===== src/rtl/inst_fetch_ctrl_pkg.sv =====
// Shared CPU fetch definitions: FSM encoding, fetch defaults and PC range check.
package inst_fetch_ctrl_pkg;

  typedef enum logic [1:0] {
    IDLE  = 2'd0,
    RUN   = 2'd1,
    FAULT = 2'd2
  } fetch_state_e;

  localparam logic [31:0] RESET_PC_DEF  = 32'h0000_0000;
  localparam int unsigned ROM_WORDS_DEF = 20;

  // A PC is fetchable only if word aligned and inside the populated ROM words.
  function automatic logic pc_bad(input logic [31:0] pc, input int unsigned words);
    return (pc[1:0] != 2'b00) || (32'(pc[6:2]) >= words) || (pc[31:7] != '0);
  endfunction

endpackage


===== src/rtl/inst_fetch_ctrl.sv =====
// Instruction fetch controller: PC sequencing, single output register with
// decode handshake, redirect flush and fault detection against an async ROM.
module inst_fetch_ctrl
  import inst_fetch_ctrl_pkg::*;
#(
  parameter logic [31:0] RESET_PC  = RESET_PC_DEF,
  parameter int unsigned ROM_WORDS = ROM_WORDS_DEF
) (
  input  logic        clk,
  input  logic        resetn,
  output logic [4:0]  rom_addr,
  input  logic [31:0] rom_inst,
  input  logic        jbr_taken,
  input  logic [31:0] jbr_target,
  output logic        if_valid,
  input  logic        if_ready,
  output logic [31:0] if_pc,
  output logic [31:0] if_inst,
  output logic        fetch_fault,
  output logic [31:0] inst_cnt
);

  fetch_state_e r_state, w_state_nxt;
  logic [31:0]  r_pc, w_pc_nxt;
  logic         r_vld, w_vld_nxt;
  logic [31:0]  r_if_pc, w_if_pc_nxt;
  logic [31:0]  r_if_inst, w_if_inst_nxt;
  logic [31:0]  r_cnt;

  always_ff @(posedge clk or negedge resetn) begin
    if (!resetn) begin
      r_state   <= IDLE;
      r_pc      <= RESET_PC;
      r_vld     <= 1'b0;
      r_if_pc   <= '0;
      r_if_inst <= '0;
    end else begin
      r_state   <= w_state_nxt;
      r_pc      <= w_pc_nxt;
      r_vld     <= w_vld_nxt;
      r_if_pc   <= w_if_pc_nxt;
      r_if_inst <= w_if_inst_nxt;
    end
  end

  // Redirect beats fault check, which beats load/hold.
  always_comb begin
    w_state_nxt   = r_state;
    w_pc_nxt      = r_pc;
    w_vld_nxt     = r_vld;
    w_if_pc_nxt   = r_if_pc;
    w_if_inst_nxt = r_if_inst;
    case (r_state)
      IDLE: begin
        w_vld_nxt   = 1'b0;
        w_state_nxt = RUN;
      end
      RUN: begin
        if (jbr_taken) begin
          w_pc_nxt  = jbr_target;
          w_vld_nxt = 1'b0;
        end else if (pc_bad(r_pc, ROM_WORDS)) begin
          w_vld_nxt   = 1'b0;
          w_state_nxt = FAULT;
        end else if (!r_vld || if_ready) begin
          w_if_pc_nxt   = r_pc;
          w_if_inst_nxt = rom_inst;
          w_vld_nxt     = 1'b1;
          w_pc_nxt      = r_pc + 32'd4;
        end
      end
      FAULT: begin
        w_vld_nxt = 1'b0;
        if (jbr_taken) begin
          w_pc_nxt    = jbr_target;
          w_state_nxt = RUN;
        end
      end
      default: begin
        w_vld_nxt   = 1'b0;
        w_state_nxt = IDLE;
      end
    endcase
  end

  always_ff @(posedge clk or negedge resetn) begin
    if (!resetn)
      r_cnt <= '0;
    else if (r_vld && if_ready)
      r_cnt <= r_cnt + 32'd1;
  end

  assign rom_addr    = r_pc[6:2];
  assign if_valid    = r_vld;
  assign if_pc       = r_if_pc;
  assign if_inst     = r_if_inst;
  assign fetch_fault = (r_state == FAULT);
  assign inst_cnt    = r_cnt;

endmodule


===== config.mk =====
export PLATFORM = sky130hd
export DESIGN_NAME = inst_fetch_ctrl
export DESIGN_NICKNAME = d
export VERILOG_FILES = /design/src/rtl/inst_fetch_ctrl_pkg.sv /design/src/rtl/inst_fetch_ctrl.sv
export SDC_FILE = /design/constraint.sdc
export NUM_CORES = 1
export LEC_CHECK = 0
export BUFFER_PORTS_ARGS = -buffer_cell sky130_fd_sc_hd__buf_2
export CAP_MARGIN = 20
export CORE_AREA = 2 2 91 137
export DETAILED_ROUTE_END_ITERATION = 16
export DIE_AREA = 0 0 93 139
export PLACE_DENSITY = 0.74
export SLEW_MARGIN = 20
export SYNTH_ARGS = -nofsm -noshare
export SYNTH_HDL_FRONTEND = slang
export SYNTH_SLANG_ARGS = --single-unit

===== constraint.sdc =====
create_clock -name clk -period 4.4 [get_ports clk]
set_clock_uncertainty 0.15 [all_clocks]
set_input_delay 0.66 -clock clk [delete_from_list [all_inputs] [get_ports clk]]
set_output_delay 0.66 -clock clk [all_outputs]
set_load 0.01 [all_outputs]

### Word level (Yosys, flattened, before mapping)

Cells that the tools add are included.
W data, S select, Z words.

| word-level totals | value |
|---|---|
| register bits | 131 |
| input bits | 68 |
| output and inout port bits | 103 |
| logic and storage cells | 44 |

| cells by class | value |
|---|---|
| $add $sub $neg | 2 |
| $lt $le $gt $ge | 1 |
| equality and inequality tests | 8 |
| muxes and demuxes | 13 |
| bitwise gates (word level) | 2 |
| reductions and logical operators | 12 |

Operators with widths:

| operator | count |
|---|---|
| $mux W32 | 4 |
| $pmux W32 S2 | 1 |
| $add A32 B1 Y32 const B | 1 |
| $add A32 B3 Y32 const B | 1 |
| $reduce_bool A25 Y1 | 1 |
| $reduce_and A4 Y1 | 2 |
| $mux W2 | 3 |
| $ne A2 B2 Y1 const B | 3 |
| $ne A3 B3 Y1 const B | 2 |
| $pmux W2 S3 | 1 |
| $ge A5 B5 Y1 const B | 1 |
| $mux W1 | 4 |
| $ne A4 B4 Y1 const B | 1 |
| $reduce_bool A2 Y1 | 2 |
| $logic_or A1 B1 Y1 | 3 |
| $reduce_and A3 Y1 | 1 |
| $eq A2 B1 Y1 const B | 1 |
| $eq A2 B2 Y1 const B | 1 |
| $logic_not A2 Y1 | 1 |
| $not A1 Y1 | 2 |
| $logic_and A1 B1 Y1 | 1 |
| $logic_not A1 Y1 | 1 |

### Logic depth before layout (Yosys ltp)

| logic depth | value |
|---|---|
| word-level depth | 6 |
| gate-level depth with buffers | 8 |
| depth with buffers taken out | 7 |

### Worst setup path before layout

Ideal clock, no wire load.

| path | value |
|---|---|
| path kind | register to register |
| from | register r_pc[14] |
| to | register r_if_inst[10], in the netlist if_inst[10] |
| setup time | 0.125 ns |
| arrival time | 2.195 ns |
| required time | 4.125 ns |
| setup slack | 1.930 ns |
| cell stages (with the launch flop) | 8 |
| path buffers | 2 |
| period minus slack after synthesis | 2.470 ns |
| cells stage by stage | dfrtp_1 nor4_1 nand4_1 or2_1 buf_6 nor4_4 buf_6 mux2_2 |

| between the ends | value |
|---|---|
| longest elaborated chain between the ends | 4 |

Ends and longest elaborated chain:

| what | line | source |
|---|---|---|
| start: declaration | inst_fetch_ctrl.sv:24 | `logic [31:0] r_pc, w_pc_nxt;` |
| start signal: assignment | inst_fetch_ctrl.sv:39 | `r_pc <= w_pc_nxt;` |
| $reduce_bool A25 Y1 | inst_fetch_ctrl_pkg.sv:15 | `return (pc[1:0] != 2'b00) \|\| (32'(pc[6:2]) >= words) \|\| (pc[31:7] != '0);` |
| $logic_or A1 B1 Y1 | inst_fetch_ctrl_pkg.sv:15 |  |
| $not A1 Y1 (no line) | n/a |  |
| $reduce_and A4 Y1 (no line) | n/a |  |
| end signal: assignment | inst_fetch_ctrl.sv:42 | `r_if_inst <= w_if_inst_nxt;` |
| end: declaration | inst_fetch_ctrl.sv:27 | `logic [31:0] r_if_inst, w_if_inst_nxt;` |

Every way passes these cells.
A chain may end at the register's enable or synchronous reset.

### Worst setup path after layout

| path | value |
|---|---|
| from | register r_pc[27] |
| to | register r_if_pc[5], in the netlist if_pc[5] |

| between the ends | value |
|---|---|
| longest elaborated chain between the ends | 4 |

Ends and longest elaborated chain:

| what | line | source |
|---|---|---|
| $reduce_bool A25 Y1 | inst_fetch_ctrl_pkg.sv:15 |  |
| $logic_or A1 B1 Y1 | inst_fetch_ctrl_pkg.sv:15 |  |
| $not A1 Y1 (no line) | n/a |  |
| $reduce_and A4 Y1 (no line) | n/a |  |
| end signal: assignment | inst_fetch_ctrl.sv:41 | `r_if_pc <= w_if_pc_nxt;` |
| end: declaration | inst_fetch_ctrl.sv:26 | `logic [31:0] r_if_pc, w_if_pc_nxt;` |

Every way passes these cells.

==> flow_summary.ini <==
[status]
status = complete, no violations

[yosys]
ys_types = 46
ys.flop_type = dfrtp_1
synth.avg_cell_area_sq_um = 11.7
ys_ff_latch = 131
netlist_instances = 471
yosys_warnings = 0
synth.most_common_cell = dfrtp_1
synth_seq_area_share_pct = 59.3
synth_nets = 545
synth_common_cells = dfrtp_1, nand2_1, mux2_2, nor2b_1, xnor2_1
synth_top_area_share_pct = 59.3
netlist_area_sq_mm = 0.00552
synthArstFlopShare_pct = 100
synth_area_leaders = dfrtp_1, mux2_2, xnor2_1, nand2_1, nor2b_1
yosys.area.top_type = dfrtp_1
synth-edff-count = 0

[final_layout]
final_cells = 811
diodes = 0
syn_to_final_growth_pct = 28.7
register_area_sq_mm = 0.00328
multi_input_area_sq_mm = 0.00206
nets = 719
num-fill-cells = 1000
fin_util_pct = 60.4
drive_above_1_share_pct = 37.7

[place]
place_inst = 779
gp_congestion = 0.851
port_buffers = 170
dpl.hpwl_microns = 9220

[power_and_ir_drop]
peakVddDrop_mv = 0.319
power.density_mw_per_mm2 = 501
power_leakage_nw = 3.71

[critical_path]
path_max_fanout = 34
r2r_end = if_pc[5]$_DFFE_PN0P_
start_kind = flip-flop
cp-endpoint = if_pc[5]$_DFFE_PN0P_
critical_path.endpoint_type = flip-flop
rrSetupSlack_ns = 1.74
path_class = flip-flop to flip-flop
r2r_cells = 6
worstReg2RegStart = r_pc[27]$_DFFE_PN0P_
cp_data_arrival_time_ns = 2.79
required_ns = 4.53
cp-startpoint = r_pc[27]$_DFFE_PN0P_

[detailed_routing]
dr.pass1.iters = 4
highest_layer = met4
viasPerCell = 5.28
ant_nets = 0
wl_microns = 12600
drt_iter0_markers = 170
met1_length_microns = 5040
routed-wl-met3_microns = 745
drc_errors = 0
wl_met2_microns = 6500
routedWlPerCell_microns = 15.6
vias = 4281

[die]
rows = 49
initial_core_util_pct = 46.9
ios = 171
die_y_microns = 139
die_x_microns = 93
coreArea_sq_mm = 0.0118
die_area_sq_mm = 0.0129

[clock_tree]
cts.clk_slew.worst_paths_ns = 0.06
cts_tree = built
insertion_delay_ns = 0.40
cts_max_level = 4
cts_max_path_buffers = 2
cts_root_buf = clkbuf_16
cts_buffers = 17
cts_sinks = 131
cts_hold_buf = 0
cts_setup_buffers = 0
cts_resized = 0

[timing]
finalWorstPathRequiredPeriod_ns = 2.66
period_share_pct = 60.3
final_hold_viol_count = 0
rsz0062_at_grt = no
fin_tns_setup_ns = 0
slew_violations = 0
slew_headroom_pct = 43.5
finalSetupViolCount = 0
clock.fmax_mhz = 377
tightest_slew_ns = 0.844

[min_path]
hold_path_class = input pin to asynchronous set/reset pin

[global_routing]
overflow = 0
gr-usage-all-layers_pct = 20.3
grt_pass1_wl_microns = 20900
grt_max_degree = 81
antenna_found_initial = 0
grt_pass1_vias = 4307

[flow_run]
maxCapViolCount = 0
## per-stage QoR
| step | setup slack, ns | total power, mW | area, sq um | hold slack (ns) |
|---|---|---|---|---|
| detailed placement | 1.75 | 2.13 | 6490 | 0.316 |
| finish | 1.74 | 3.56 | 7110 | 0.158 |
| global route | 1.52 | 3.74 | 7110 | 0.204 |
| global placement | 1.76 | 2.09 | 6490 | 0.309 |
| CTS | 1.74 | 3.60 | 7110 | 0.279 |
| floorplan | 1.93 | 1.90 | 5520 | 0.214 |
## routing by layer
metal	global-route usage, %	vias up
met5	0	-
met4	9.29	0
met3	4.57	26
met2	34.8	177
met1	24.1	2082
li1	-	1996
## registers in the layout, indices dropped and copies added, names as in the netlist
signal,count
if_pc,32
if_valid,1
inst_cnt,32
r_pc,32
if_inst,32
r_state,2
## worst min-delay path by stage
stage	depth (start not counted)	to	from
global placement	2	r_pc[28]$_DFFE_PN0P_	r_pc[28]$_DFFE_PN0P_
finish	1	if_inst[6]$_DFFE_PN0P_	resetn
detailed placement	2	r_pc[30]$_DFFE_PN0P_	r_pc[30]$_DFFE_PN0P_
global route	1	if_inst[20]$_DFFE_PN0P_	resetn
floorplan	0	if_inst[0]$_DFFE_PN0P_	resetn
CTS	3	r_pc[25]$_DFFE_PN0P_	jbr_target[25]
## power by group
group          internal [mW]  switching, mW
Combinational          0.239          0.360
Sequential              1.36          0.152
Clock                  0.908          0.543
Total                   2.50           1.06
## worst max-delay path, cell delays in order (launching register included)
cell	delay (ns)
dfrtp_1	0.38
nor4_1	0.40
nand4_1	0.18
or2_1	0.35
nor4_4	0.26
buf_4	0.41
mux2_2	0.39
## final cells by class
class | instances | area share [%]
Timing Repair Buffer | 175 | 12.8
Clock buffer | 17 | 5.98
Tap cell | 153 | 2.69
Inverter | 13 | 0.686
Sequential cell | 131 | 46.1
Clock inverter | 15 | 2.73
Multi-Input combinational cell | 307 | 29.0
## cells by family (layout without fill, tap and decap cells)
| kind of cell | after synthesis | after routing | synth area share [%] |
|---|---|---|---|
| compound gates | 52 | 52 | 6.07 |
| xor+xnor | 31 | 31 | 4.92 |
| fa+ha+maj | 6 | 6 | 1.36 |
| buf+inv | 33 | 220 | 3.28 |
| flops | 131 | 131 | 59.3 |
| mux | 42 | 42 | 8.52 |
| simple gates | 176 | 176 | 16.5 |
## placed cells by master, fill, tap and decap left out, types with 5 or more instances in the layout
master,netlist,final
clkbuf_16,0,17
nand4_1,15,15
nand3_1,18,18
and3_1,5,5
and4_1,5,5
dfrtp_1,131,131
nor2_1,23,23
mux2_2,37,37
inv_1,13,13
nor2b_1,29,29
inv_6,0,5
ha_1,6,6
xor2_1,7,7
xnor2_1,24,24
buf_2,1,169
o21ai_0,15,15
nand2_1,53,53
nor4_1,8,8
nor3_1,8,8
a21oi_1,7,7
a31oi_1,6,6
No activity file was read; power rests on OpenSTA's default activity.
